### config.mk
export PLATFORM = sky130hd
export DESIGN_NAME = projectile_timer_bank
export DESIGN_NICKNAME = d
export VERILOG_FILES = /design/src/rtl/tank_pkg.sv /design/src/rtl/proj_timer_channel.sv /design/src/rtl/projectile_timer_bank.sv
export SDC_FILE = /design/constraint.sdc
export NUM_CORES = 1
export LEC_CHECK = 0
export BUFFER_PORTS_ARGS = -buffer_cell sky130_fd_sc_hd__buf_2
export CAP_MARGIN = 30
export CORE_UTILIZATION = 49
export DETAILED_ROUTE_END_ITERATION = 10
export PLACE_DENSITY_LB_ADDON = 0.25
export SYNTH_ARGS = -nofsm -noshare
export SYNTH_HDL_FRONTEND = slang
export SYNTH_HIERARCHICAL = 1
export SYNTH_SLANG_ARGS = --single-unit
### constraint.sdc
create_clock -name frame_clk -period 1.7 [get_ports frame_clk]
set_input_delay 0.085 -clock frame_clk [delete_from_list [all_inputs] [get_ports frame_clk]]
set_output_delay 0.085 -clock frame_clk [all_outputs]
set_load 0.005 [all_outputs]
### src/rtl/tank_pkg.sv
// rtl/tank_pkg.sv - shared channel state type and constants for the projectile timer bank
package tank_pkg;

  typedef enum logic [1:0] {
    PT_IDLE,
    PT_FLY,
    PT_DONE
  } pt_state_t;

  localparam int BOUNCE_W = 4;

endpackage

### src/rtl/proj_timer_channel.sv
// rtl/proj_timer_channel.sv - one bullet's flight timer (FSM, prescaler, total, segment time, bounces); expiry under PROJ_TIMER_EXPIRE_EN
module proj_timer_channel
  import tank_pkg::*;
#(
  parameter int TW        = 16,
  parameter int PRESCALE  = 3,
  parameter int MAX_TICKS = 255
) (
  input  logic                frame_clk,
  input  logic                Reset,
  input  logic                active,
  input  logic                bounce,
  output logic [TW-1:0]       time_out,
  output logic                tick,
  output logic [BOUNCE_W-1:0] bounces,
  output logic                expired
);

  localparam int PW    = (PRESCALE > 1) ? $clog2(PRESCALE) : 1;
  localparam int TOT_W = (MAX_TICKS > 1) ? $clog2(MAX_TICKS + 1) : 1;

  localparam logic [PW-1:0]       PRESC_LAST = PW'(PRESCALE - 1);
  localparam logic [TW-1:0]       TIME_MAX   = '1;
  localparam logic [TOT_W-1:0]    TOT_MAX    = '1;
  localparam logic [BOUNCE_W-1:0] BNC_MAX    = '1;

  pt_state_t           state_q, state_d;
  logic [PW-1:0]       presc_q, presc_d;
  logic [TOT_W-1:0]    total_q, total_d;
  logic [TW-1:0]       time_q, time_d;
  logic [BOUNCE_W-1:0] bounces_q, bounces_d;
  logic                tick_q, tick_d;
  logic                expired_q, expired_d;

  // Next-state logic; IDLE keeps every register at zero, so the launch frame
  // sees presc==0 and naturally becomes the first tick frame.
  always_comb begin
    state_d   = state_q;
    presc_d   = presc_q;
    total_d   = total_q;
    time_d    = time_q;
    bounces_d = bounces_q;
    tick_d    = 1'b0;
    expired_d = 1'b0;

    case (state_q)
      PT_IDLE, PT_FLY: begin
        if (!active) begin
          state_d   = PT_IDLE;
          presc_d   = '0;
          total_d   = '0;
          time_d    = '0;
          bounces_d = '0;
        end else begin
          state_d = PT_FLY;
          presc_d = (presc_q == PRESC_LAST) ? '0 : presc_q + 1'b1;
          if (presc_q == '0) begin
            tick_d  = 1'b1;
            total_d = (total_q == TOT_MAX) ? total_q : total_q + 1'b1;
            if (bounce) begin
              time_d    = TW'(1);
              bounces_d = (bounces_q == BNC_MAX) ? bounces_q : bounces_q + 1'b1;
            end else begin
              time_d = (time_q == TIME_MAX) ? time_q : time_q + 1'b1;
            end
`ifdef PROJ_TIMER_EXPIRE_EN
            if (({1'b0, total_q} + 1'b1) == (TOT_W + 1)'(MAX_TICKS)) begin
              expired_d = 1'b1;
              state_d   = PT_DONE;
            end
`endif
          end
        end
      end
`ifdef PROJ_TIMER_EXPIRE_EN
      PT_DONE: begin
        if (!active) begin
          state_d   = PT_IDLE;
          presc_d   = '0;
          total_d   = '0;
          time_d    = '0;
          bounces_d = '0;
        end
      end
`endif
      default: begin
        state_d   = PT_IDLE;
        presc_d   = '0;
        total_d   = '0;
        time_d    = '0;
        bounces_d = '0;
      end
    endcase
  end

  // Channel registers; Reset overrides everything and parks the channel in IDLE.
  always_ff @(posedge frame_clk) begin
    if (Reset) begin
      state_q   <= PT_IDLE;
      presc_q   <= '0;
      total_q   <= '0;
      time_q    <= '0;
      bounces_q <= '0;
      tick_q    <= 1'b0;
      expired_q <= 1'b0;
    end else begin
      state_q   <= state_d;
      presc_q   <= presc_d;
      total_q   <= total_d;
      time_q    <= time_d;
      bounces_q <= bounces_d;
      tick_q    <= tick_d;
      expired_q <= expired_d;
    end
  end

  assign time_out = time_q;
  assign tick     = tick_q;
  assign bounces  = bounces_q;
  assign expired  = expired_q;

endmodule

### src/rtl/projectile_timer_bank.sv
// rtl/projectile_timer_bank.sv - bank of independent projectile flight timers; optional expiry via PROJ_TIMER_EXPIRE_EN
module projectile_timer_bank
  import tank_pkg::*;
#(
  parameter int NUM_CH    = 2,
  parameter int TW        = 16,
  parameter int PRESCALE  = 3,
  parameter int MAX_TICKS = 255
) (
  input  logic                         frame_clk,
  input  logic                         Reset,
  input  logic [NUM_CH-1:0]            active,
  input  logic [NUM_CH-1:0]            bounce,
  output logic [NUM_CH*TW-1:0]         time_out,
  output logic [NUM_CH-1:0]            tick,
  output logic [NUM_CH*BOUNCE_W-1:0]   bounces,
  output logic [NUM_CH-1:0]            expired
);

  // One self-contained timer per bullet; the top only slices the packed buses.
  for (genvar i = 0; i < NUM_CH; i++) begin : g_ch
    proj_timer_channel #(
      .TW        (TW),
      .PRESCALE  (PRESCALE),
      .MAX_TICKS (MAX_TICKS)
    ) u_ch (
      .frame_clk (frame_clk),
      .Reset     (Reset),
      .active    (active[i]),
      .bounce    (bounce[i]),
      .time_out  (time_out[i*TW +: TW]),
      .tick      (tick[i]),
      .bounces   (bounces[i*BOUNCE_W +: BOUNCE_W]),
      .expired   (expired[i])
    );
  end

endmodule

# --- Yosys cells after proc, flatten, opt, wreduce, memory -nomap -nowiden ---
# Index checks and enable logic that the tools add are counted.
totals:
  output_inout_bits: 44
  in_bits: 6
  latchBits: 0
  mem_bits_rw: 0
  reg_bits: 50
  n_memories: 0
  word_cells: 56
  rom_bits: 0
classes:
  n_mul: 0
  reduce_logical: 16
  shifts: 0
  n_mux: 8
  n_div: 0
  eq_ne: 10
  n_bitwise: 6
  add_sub_neg: 6
  n_lt_le_gt_ge: 0
ops:
  columns: ["cell", "count"]
  rows:
  - ["16-bit 2-to-1 mux", 4]
  - ["16-bit by 1-bit adder with 16-bit output, second input constant", 2]
  - ["16-bit == test, second input constant", 2]
  - ["4-bit by 1-bit adder with 4-bit output, second input constant", 2]
  - ["4-bit == test, second input constant", 2]
  - ["2-bit logical NOT", 4]
  - ["2-bit OR reduction", 4]
  - ["4-bit OR reduction", 2]
  - ["1-bit NOT", 6]
  - ["3-bit AND reduction", 2]
  - ["3-bit OR reduction", 2]
  - ["2-bit by 1-bit adder with 2-bit output, second input constant", 2]
  - ["2-bit by 1-bit == test with 1-bit output, second input constant", 2]
  - ["2-bit == test, second input constant", 2]
  - ["1-bit 2-to-1 mux", 4]
  - ["2-bit != test, second input constant", 2]
  - ["2-bit AND reduction", 2]

# --- Longest topological paths before layout ---
logic_depth:
  ltp_word: 4
  depth_mapped: 7
  mapped_depth_nobuf: 6

# --- Cells and area by module ---
# Netlist, hierarchy kept.
modules_own_cells:
  columns: ["module", "n_inst", "seq_area_each_um2", "area_each_um2", "cells_each"]
  rows:
  - ["proj_timer_channel", 2, 460.4, 1224.9, 137]

# --- Least setup slack after synthesis ---
# No wires, ideal clock.
synth_path:
  path_type: "reg2reg"
  startpoint: "reg g_ch[0].u_ch.time_q[0]"
  endpoint: "reg g_ch[0].u_ch.time_q[14]"
  path_slack_ns: 0.037
  path_stages_with_launch: 7
  arrival_ns: 1.577
  synth_period_minus_slack_ns: 1.663
  required_time_ns: 1.614
  setup_time_ns: 0.086
  n_path_buf: 0
  cell_sequence: "dfxtp_1 -> ha_1 -> nand3_1 -> nor2_1 -> nand4_1 -> mux2i_1 -> a211oi_1"
synth_via:
  elab_chain_cells: 3
  elab_cells_between_ends: 6
  cone_classes: "add/sub: 1; eq/ne: 2; mux: 2; reduce/logical: 1"
synth_rtl:
  columns: ["element", "line", "source"]
  rows:
  - ["start, declared", "proj_timer_channel.sv:30", "logic [TW-1:0] time_q, time_d;"]
  - ["start signal, assigned", "proj_timer_channel.sv:110", "time_q <= time_d;"]
  - ["16-bit by 1-bit adder with 16-bit output or 16-bit == test (tied branches)", "proj_timer_channel.sv:64", "time_d = (time_q == TIME_MAX) ? time_q : time_q + 1'b1;"]
  - ["16-bit 2-to-1 mux or 2-bit != test (tied branches)", null, null]
  - ["16-bit 2-to-1 mux or 2-bit AND reduction (tied branches)", null, null]
# Parallel ways exist; a longest one is shown, timed or not. The select of a mux whose other input is x is not followed.
# A chain may end at the register's enable or synchronous reset.

# --- Final worst setup path ---
layout_path:
  startpoint: "reg g_ch[1].u_ch.presc_q[0]"
  endpoint: "reg g_ch[1].u_ch.time_q[9]"
layout_via:
  elab_chain_cells: 2
layout_rtl:
  columns: ["element", "line", "source"]
  rows:
  - ["start, declared", "proj_timer_channel.sv:28", "logic [PW-1:0] presc_q, presc_d;"]
  - ["start signal, assigned", "proj_timer_channel.sv:108", "presc_q <= presc_d;"]
  - ["2-bit logical NOT", "proj_timer_channel.sv:57", "if (presc_q == '0) begin"]
  - ["2-bit AND reduction (no line)", null, null]
  - ["end signal, assigned", "proj_timer_channel.sv:110", null]
  - ["end, declared", "proj_timer_channel.sv:30", null]
# No other way between the ends.

==> flow_metrics.tcl <==
set metrics [dict create \
    htree_levels 2 \
    cts_tree "built" \
    final_cell_mix "buf_2, dfxtp_1, buf_4" \
    crit_required_ns 1.92 \
    netSwitchingFraction 0.252 \
    syn-mean-instance-area_sq_um 8.94 \
    slew_viol_final 0 \
    leakagePower_uw 0.00126 \
    synth_ff_type "dfxtp_1" \
    fin_crit_ns 1.61 \
    dp_hpwl_um 3960 \
    clock-skew-final_ns 0.00560 \
    die_h_um 72.7 \
    synth_seq_area_share 0.376 \
    vias 2374 \
    firstDrtPassIters 4 \
    cts_made_buffers 5 \
    rows 25 \
    crit_arrival_ns 1.84 \
    hold_viol 0 \
    p_per_area_nw_per_um2 655 \
    max_slew_margin 0.645 \
    grt-ovfl-total 0 \
    finalCritPeriodShare 0.949 \
    wire_per_inst_um 14.0 \
    io-pin-count 50 \
    seq_power_share 0.559 \
    synth.distinct_cells 44 \
    synth-seq-cells 46 \
    grt_pass1_vias 1950 \
    async_reset_ff_frac 0 \
    yosys_warnings 6 \
    die_x_um 72.7 \
    nFillCells 454 \
    final_common_cell "buf_2" \
    path_max_fanout 6 \
    clk_latency_ns 0.29 \
    drc 0 \
    hp-class "in2reg" \
    grt_pass1_wl_um 9160 \
    synthCells 274 \
    grt_max_degree 21 \
    startpoint_type "flop" \
    syn2layout_area_growth_pct 22.7 \
    rsz0062_at_grt "no" \
    dieArea_sq_um 5290 \
    cts_root_buffer "clkbuf_8" \
    synth_nets 288 \
    critPathKind "reg2reg" \
    cts_buffer_depth 2 \
    netlist_area_sq_um 2450 \
    first_iter_violations 238 \
    tightest_slew_ns 0.532 \
    cts.clk_slew.worst_paths_ns 0.08 \
    gp_congestion 0.798 \
    ir_drop_mv 0.346 \
    core_sq_um 4750 \
    p_clk_frac 0.321 \
    netSwitchingPower_uw 497 \
    dpl_worst_slack_ns -0.00476 \
    nets 361 \
    synth_edf_count 0 \
    endpoint_kind "flop" \
    start_util 0.515 \
    grt_usage 0.224 \
    clkSinkCount 46 \
    antenna_found_initial 0 \
    wl_um 5800 \
    max_freq_mhz 620 \
    cts_hold_buf 0 \
    portBuffers 47 \
    diodes 0 \
    p_int_uw 1470 \
    drive_gt1_frac 0.326 \
    status "completed" \
    final_util 0.632 \
    setup_ws_ns 0.0861 \
    cap_violations 0 \
    finalSetupViolCount 0 \
    routed_via_density 5.73 \
    combPwrFrac 0.120 \
    antenna_left 0 \
]
area by class of cell:
class                           instances  area, sq um  area share
Multi-Input combinational cell        208         1420       0.471
Sequential cell                        46          921       0.306
Timing Repair Buffer                   80          487       0.162
Tap cell                               67         83.8      0.0279
Clock buffer                            7         76.3      0.0254
Inverter                                6         22.5     0.00749
cell usage after synthesis, drive strengths merged (6+ instances only):
library cell,instances,share of area
dfxtp,46,0.38
a21oi,32,0.075
o21ai,28,0.057
nor2,24,0.039
nand3,12,0.025
a31oi,10,0.026
clkbuf,8,0.029
ha,8,0.041
nand2,8,0.012
nor3,8,0.026
a211oi,6,0.018
a21o,6,0.019
a41oi,6,0.028
buf,6,0.025
inv,6,0.0092
nand4,6,0.015
nand4b,6,0.021
power by group through the flow:
stage	registers (uW)	clock network [uW]	logic (uW)
3_5_place_dp	1130	0	213
3_3_place_gp	1130	0	210
2_1_floorplan	1130	0	148
6_report	1100	633	236
4_1_cts	1100	659	223
5_1_grt	1100	698	260
routing by layer:
layer	track usage	vias up	share of wire
met2	0.330	71	0.44
met4	0.0588	0	0.0050
met1	0.325	1132	0.50
met3	0.0552	2	0.047
li1	-	1169	-
met5	0	-	0
path summary, 6_finish.rpt:
kind / from / endpoint / slack [ns] / depth (start not counted)
worst min-delay path: Reset / g_ch[0].u_ch/time_out[2] / 0.14 / 4
worst min register to register: g_ch[1].u_ch/presc_q[0] / g_ch[1].u_ch/presc_q[0] / 0.42 / 1
worst max-delay path: g_ch[1].u_ch/presc_q[0] / g_ch[1].u_ch/time_out[9] / 0.09 / 7
worst max register to register: g_ch[1].u_ch/presc_q[0] / g_ch[1].u_ch/time_out[9] / 0.09 / 7
sequential cells by signal, indices dropped and copies added (netlist names):
signal,cells
g_ch.u_ch/presc_q,4
g_ch.u_ch/tick,2
g_ch.u_ch/bounces,8
g_ch.u_ch/time_out,32
worst max-delay path: stages, from the launching register on:
cell	delay [ns]
dfxtp_1	0.31
inv_1	0.08
ha_2	0.22
or2b_4	0.30
a21oi_4	0.21
buf_4	0.16
nand4b_1	0.11
a21oi_1	0.16
cells by family after synthesis:
logic type / count (synthesis) / synth area share
AOI/OAI and AO/OA: 96 / 0.255
and+or+nand+nor: 96 / 0.239
DFF: 46 / 0.376
buffers and inverters: 20 / 0.0623
adders and majority gates: 8 / 0.0409
muxes: 4 / 0.0163
other: 2 / 0.00307
xor gates and xnor gates: 2 / 0.00715
stage by stage:
step / power [uW] / cells / hold WS [ns] / setup TNS [ns] / cell area, sq um
floorplan: 1280 / 274 / 0.275 / 0 / 2450
global placement: 1340 / 404 / 0.410 / 0 / 2860
detailed placement: 1340 / 404 / 0.414 / -0.00476 / 2860
CTS: 1980 / 414 / 0.127 / 0 / 2960
global route: 2060 / 414 / 0.159 / 0 / 3010
finish: 1970 / 414 / 0.145 / 0 / 3010
timing repair:
item / CTS / global route
pin swaps: 0 / 4
buffers inserted: 3 / 0
setup endpoints to repair: 1 / 21
gates resized for setup: 0 / 11
(Power assumes the default switching activity.)
